--- config.mk ---
export PLATFORM = sky130hd
export DESIGN_NAME = e_mat_mult
export DESIGN_NICKNAME = d
export VERILOG_FILES = /design/src/rtl/e_mat_mult.sv
export SDC_FILE = /design/constraint.sdc
export NUM_CORES = 1
export LEC_CHECK = 0
export CAP_MARGIN = 30
export CORE_ASPECT_RATIO = 1.5
export CORE_UTILIZATION = 65
export CTS_CLUSTER_SIZE = 12
export DETAILED_ROUTE_END_ITERATION = 8
export PLACE_DENSITY = 0.87
export RECOVER_POWER = 25
export REMOVE_ABC_BUFFERS = 1
export SLEW_MARGIN = 40
export SYNTH_ARGS = -nofsm -noshare
export SYNTH_HDL_FRONTEND = slang
export SYNTH_SLANG_ARGS = --single-unit
export TNS_END_PERCENT = 100
--- constraint.sdc ---
create_clock -name clk -period 2.15 [get_ports clk]
set_input_delay 0.215 -clock clk [delete_from_list [all_inputs] [get_ports clk]]
set_output_delay 0.215 -clock clk [all_outputs]
set_load 0.02 [all_outputs]
--- src/rtl/e_mat_mult.sv ---
// Element-wise 3x3 matrix multiplier, one registered stage.
// Each product wraps or saturates to W bits, and an overflow flag is kept per element.
module e_mat_mult #(
  parameter int W        = 8,
  parameter int SATURATE = 0
) (
  input  logic           clk,
  input  logic           rst_n,
  input  logic           in_valid,
  input  logic [9*W-1:0] A,
  input  logic [9*W-1:0] B,
  output logic           out_valid,
  output logic [9*W-1:0] Res,
  output logic [8:0]     ovf
);

  logic [9*W-1:0] res_d;
  logic [8:0]     ovf_d;
  logic [2*W-1:0] prod;
  logic [W-1:0]   ea;
  logic [W-1:0]   eb;
  logic           hi;

  // Element 0 sits in the MSB slice, and its flag sits in ovf[8]
  always_comb begin
    res_d = '0;
    ovf_d = '0;
    prod  = '0;
    ea    = '0;
    eb    = '0;
    hi    = 1'b0;
    for (int k = 0; k < 9; k++) begin
      ea   = A[9*W-1-k*W -: W];
      eb   = B[9*W-1-k*W -: W];
      prod = {{W{1'b0}}, ea} * {{W{1'b0}}, eb};
      hi   = |prod[2*W-1:W];
      ovf_d[8-k] = hi;
      if (SATURATE != 0 && hi)
        res_d[9*W-1-k*W -: W] = {W{1'b1}};
      else
        res_d[9*W-1-k*W -: W] = prod[W-1:0];
    end
  end

  always_ff @(posedge clk or negedge rst_n) begin
    if (!rst_n) begin
      out_valid <= 1'b0;
      Res       <= '0;
      ovf       <= '0;
    end else begin
      out_valid <= in_valid;
      if (in_valid) begin
        Res <= res_d;
        ovf <= ovf_d;
      end
    end
  end

endmodule

==> results of run 1 <==
## logic make-up after synthesis
family,after synthesis,share of synthesized area (%)
buffers and inverters,520,9.08
muxes,48,2.43
AOI/OAI and AO/OA,329,10.1
DFF,82,9.43
and+or+nand+nor,773,18.4
xor gates and xnor gates,54,2.17
adders and majority gates,648,48.4
## layer usage
metal / GRT usage, % / overflow
met1: 70.3 / 1
met2: 89.7 / 52
met3: 57.6 / 4
met4: 67.2 / 42
met5: 22.6 / 0
## through the flow
| step | TNS, ns | setup slack [ns] | hold WS (ns) | cells | cell area, um^2 |
|---|---|---|---|---|---|
| after floorplan | -42.09 | -2.11 | -0.0806 | 2437 | 21700 |
| after global placement | -87.64 | -2.66 | 0.203 | 3465 | 27400 |
| after detailed placement | -92.72 | -2.82 | 0.205 | 3465 | 27400 |
| after CTS | -39.77 | -2.02 | 0.142 | 3528 | 30300 |
## what timing repair did
item,4_1_cts
endpoints found under the hold margin,25
pin swaps,339
buffers inserted,50
hold buffers,1
cloned,0
endpoints found under the setup margin,54
gates resized for setup,1283
==> impl_metrics.json, run 1 <==
{
  "yosysTopAreaCell": "fa_1",
  "die_h_um": 226,
  "initial_core_util_pct": 66.5,
  "postSynthAreaPerCell_um2": 8.87,
  "clk_path_buf_depth": 2,
  "htree_num_levels": 3,
  "synth_edf_count": 0,
  "gp_congestion": 0.920,
  "error": "[ERROR GRT-0116] Global routing finished with congestion. Check the congestion regions in the DRC Viewer.",
  "ys_seq_area_share_pct": 9.43,
  "outcome": "did not finish",
  "synthTopCellsByArea": "fa_1 30%, ha_1 19%, and2_1 9.8%, dfrtp_1 9.4%, inv_1 8.7%",
  "yosys_warnings": 0,
  "ys_types": 69,
  "io_buffers": 228,
  "cts_root_buffer": "clkbuf_16",
  "synthArstFlopShare_pct": 100,
  "synth.top_cell.area_share_pct": 29.8,
  "synthCells": 2454,
  "synth.most_common_cell": "inv_1",
  "cts_buffers": 9,
  "cts.sinks": 82,
  "row_count": 81,
  "grt_pass1_vias": 29200,
  "ys_seq_elements": 82,
  "die_w_um": 151,
  "dp_hpwl_um": 51600,
  "grt_usage_pct": 71.5,
  "syn_area_um2": 21800,
  "synthFlopType": "dfrtp_1",
  "overflow": 99,
  "netlist_top_cells_count": "502 x inv_1, 340 x and2_1, 324 x fa_1, 324 x ha_1, 264 x nand2_1",
  "ioPinCount": 229,
  "grt_max_degree": 57,
  "lastStage": "5_1_grt",
  "grt_pass1_wl_um": 178000
}
==> run 2: changes to the inputs <==
--- a/config.mk
+++ b/config.mk
@@ -6,11 +6,9 @@
 export NUM_CORES = 1
 export LEC_CHECK = 0
 export CAP_MARGIN = 30
-export CORE_ASPECT_RATIO = 1.5
-export CORE_UTILIZATION = 65
-export CTS_CLUSTER_SIZE = 12
+export CORE_UTILIZATION = 40
 export DETAILED_ROUTE_END_ITERATION = 8
-export PLACE_DENSITY = 0.87
+export PLACE_DENSITY_LB_ADDON = 0.15
 export RECOVER_POWER = 25
 export REMOVE_ABC_BUFFERS = 1
 export SLEW_MARGIN = 40
==> run 2 against run 1 <==
Compared with the run above:
- the flow now finishes, with violations (negative setup slack)
- synthesized area is the same
- synthesized cell count is the same
==> impl_metrics.json, run 2 <==
{
  "ys_seq_elements": 82,
  "grt_setup_unrepaired": "yes",
  "path_max_fanout": 3,
  "vias_per_cell": 4.91,
  "seqPwrFrac_pct": 8.3,
  "netlist_top_cells_count": "502 x inv_1, 340 x and2_1, 324 x fa_1, 324 x ha_1, 264 x nand2_1",
  "critical_path_class": "in2reg",
  "max-vdd-ir-drop_mv": 0.544,
  "regMostFlops": "Res",
  "critPathRequiredTime_ns": 2.42,
  "coreArea_um2": 53800,
  "syn_to_final_growth_pct": 46.9,
  "vias": 19000,
  "total_power_uw": 28800,
  "largest_reg_flops": 72,
  "die_h_um": 235,
  "final_common_cell": "inv_1",
  "overflow": 0,
  "dp_hpwl_um": 47700,
  "period_share_pct": 191,
  "cts.sinks": 82,
  "pwr-share-clk_pct": 6.3,
  "max_cap_viol_count": 0,
  "top_regs": "Res (72), ovf (9), out_valid (1)",
  "antenna_found_initial": 3,
  "fillers": 4691,
  "p_leak_uw": 0.0157,
  "power_density_nw_per_um2": 901,
  "final_hold_viol_count": 0,
  "cts_tree": "yes",
  "finalSetupTns_ns": -38.09,
  "clk_path_buf_depth": 2,
  "postSynthAreaPerCell_um2": 8.87,
  "crit_path_end_kind": "flop",
  "synthArstFlopShare_pct": 100,
  "drtAntennaViolNets": 0,
  "grt_max_degree": 54,
  "cp.arrival_ns": 4.38,
  "outcome": "finished with violations",
  "first_iter_violations": 539,
  "dpl-instance-area_um2": 28100,
  "slew_violations": 0,
  "final_cell_mix": "418 x inv_1, 398 x buf_4, 281 x fa_1, 280 x and2_1, 238 x ha_1",
  "yosys_warnings": 0,
  "synth.top_cell.area_share_pct": 29.8,
  "hold_class": "in2reg",
  "p_sw_share_pct": 44.6,
  "fin_nets": 3967,
  "cts_root_buffer": "clkbuf_16",
  "clk_latency_ns": 0.38,
  "drive_gt1_share_pct": 38.1,
  "p_int_uw": 16000,
  "slew_headroom_pct": 31.0,
  "fmax_mhz": 243,
  "synthFlopType": "dfrtp_1",
  "die_area_um2": 55400,
  "synthTopCellsByArea": "fa_1 30%, ha_1 19%, and2_1 9.8%, dfrtp_1 9.4%, inv_1 8.7%",
  "first_pass_iters": 5,
  "violations": "negative setup slack",
  "initial_core_util_pct": 40.4,
  "fin_crit_ns": 4.11,
  "start_kind": "input port",
  "syn_area_um2": 21800,
  "gp_congestion": 0.886,
  "detail_route.wirelength_um": 58900,
  "wl_per_cell_um": 15.2,
  "io_buffers": 228,
  "synth_edf_count": 0,
  "fin_skew_ns": 0,
  "ys_seq_area_share_pct": 9.43,
  "ys_types": 69,
  "worst_pin_slew_ns": 1.04,
  "cts_buffers": 9,
  "die_w_um": 235,
  "grt_usage_pct": 22.2,
  "p_sw_uw": 12800,
  "synthCells": 2454,
  "yosysTopAreaCell": "fa_1",
  "synth.most_common_cell": "inv_1",
  "clk_pin_slew_worst_paths_ns": 0.08,
  "grt_pass1_vias": 21000,
  "drc_errors": 0,
  "setup_viol_count_final": 45,
  "row_count": 85,
  "layout_setup_ws_ns": -1.96,
  "ioPinCount": 229,
  "finalInstanceArea_um2": 32000,
  "grt_pass1_wl_um": 101000,
  "htree_num_levels": 3,
  "power_frac_comb_pct": 85.4
}
run 2: cell counts after synthesis:
No cell type changed its count.
run 2: layout make-up:
class	instances	area, um^2	area share, %
clock buffer	9	225	0.704
antenna	1	2.50	0.00783
inverter	503	1890	5.91
timing repair buffer	724	6510	20.4
clock inverter	7	101	0.317
sequential	82	2050	6.42
tap	696	871	2.72
multi-input combinational	1852	20300	63.6
run 2: path summary, 6_finish.rpt:
check,start,end,slack [ns],depth (start not counted)
min reg2reg,Res[44],Res[44],0.49,2
min in group asynchronous,rst_n,ovf[6],0.50,2
max reg2reg,Res[7],Res[7],1.21,2
max in group asynchronous,rst_n,Res[26],0.40,3
max,B[35],ovf[4],-1.96,15
min,A[8],Res[8],0.08,3
run 2: logic make-up (layout without fill, tap and decap cells):
kind of cell / count (synthesis) / count (layout) / synth area share [%]
muxes: 48 / 48 / 2.43
other: 0 / 1 / 0
DFF: 82 / 82 / 9.43
and+or+nand+nor: 773 / 773 / 18.4
xor gates and xnor gates: 54 / 54 / 2.17
buffers and inverters: 520 / 1243 / 9.08
AOI/OAI and AO/OA: 329 / 329 / 10.1
adders and majority gates: 648 / 648 / 48.4
run 2: worst max-delay path, stage by stage:
cell and delay (ns):
buf_6 0.09, and2_4 0.15, fa_1 0.55, inv_2 0.04, fa_1 0.56, fa_1 0.45
fa_1 0.52, inv_2 0.05, ha_4 0.28, inv_2 0.04, a221o_1 0.28, or4_4 0.51
a211oi_2 0.24, nand4_1 0.12, o32a_1 0.29
run 2: what timing repair did:
action                                  4_1_cts  5_1_grt
gates resized for setup                    1237      285
pin swaps                                   307      245
hold buffers                                  1        0
buffers inserted                             43       32
hold endpoints to repair                     24        0
endpoints found under the setup margin       54       52
run 2: power by group through the flow:
| stage | Clock (uW) | Sequential, uW | Combinational, uW |
|---|---|---|---|
| 2_1_floorplan | 0 | 2880 | 10800 |
| 3_3_place_gp | 0 | 2430 | 18700 |
| 3_5_place_dp | 0 | 2440 | 19000 |
| 4_1_cts | 1890 | 2420 | 23000 |
| 5_1_grt | 1930 | 2460 | 27200 |
| 6_report | 1810 | 2410 | 24600 |
run 2: metal layers:
layer	vias up	track usage (%)	routed length (um)	part of all wire, %
met2	241	40.8	31100	53
met4	2	5.49	872	1.5
li1	9273	-	-	-
met3	61	2.30	1350	2.3
met1	9425	27.6	25500	43
met5	-	0	13	0.022
run 2: metrics by stage:
stage                     setup WS, ns  util, %  instances  hold slack, ns
after floorplan                  -2.11        -       2437         -0.0806
after global placement           -2.76     52.2       3796           0.193
after detailed placement         -2.77     52.2       3796           0.197
after CTS                        -1.95     57.5       3853          0.0511
after global routing             -2.05     59.4       3874          0.0762
final                            -1.96     59.4       3874          0.0811
Power figures use the tool's default switching activity.
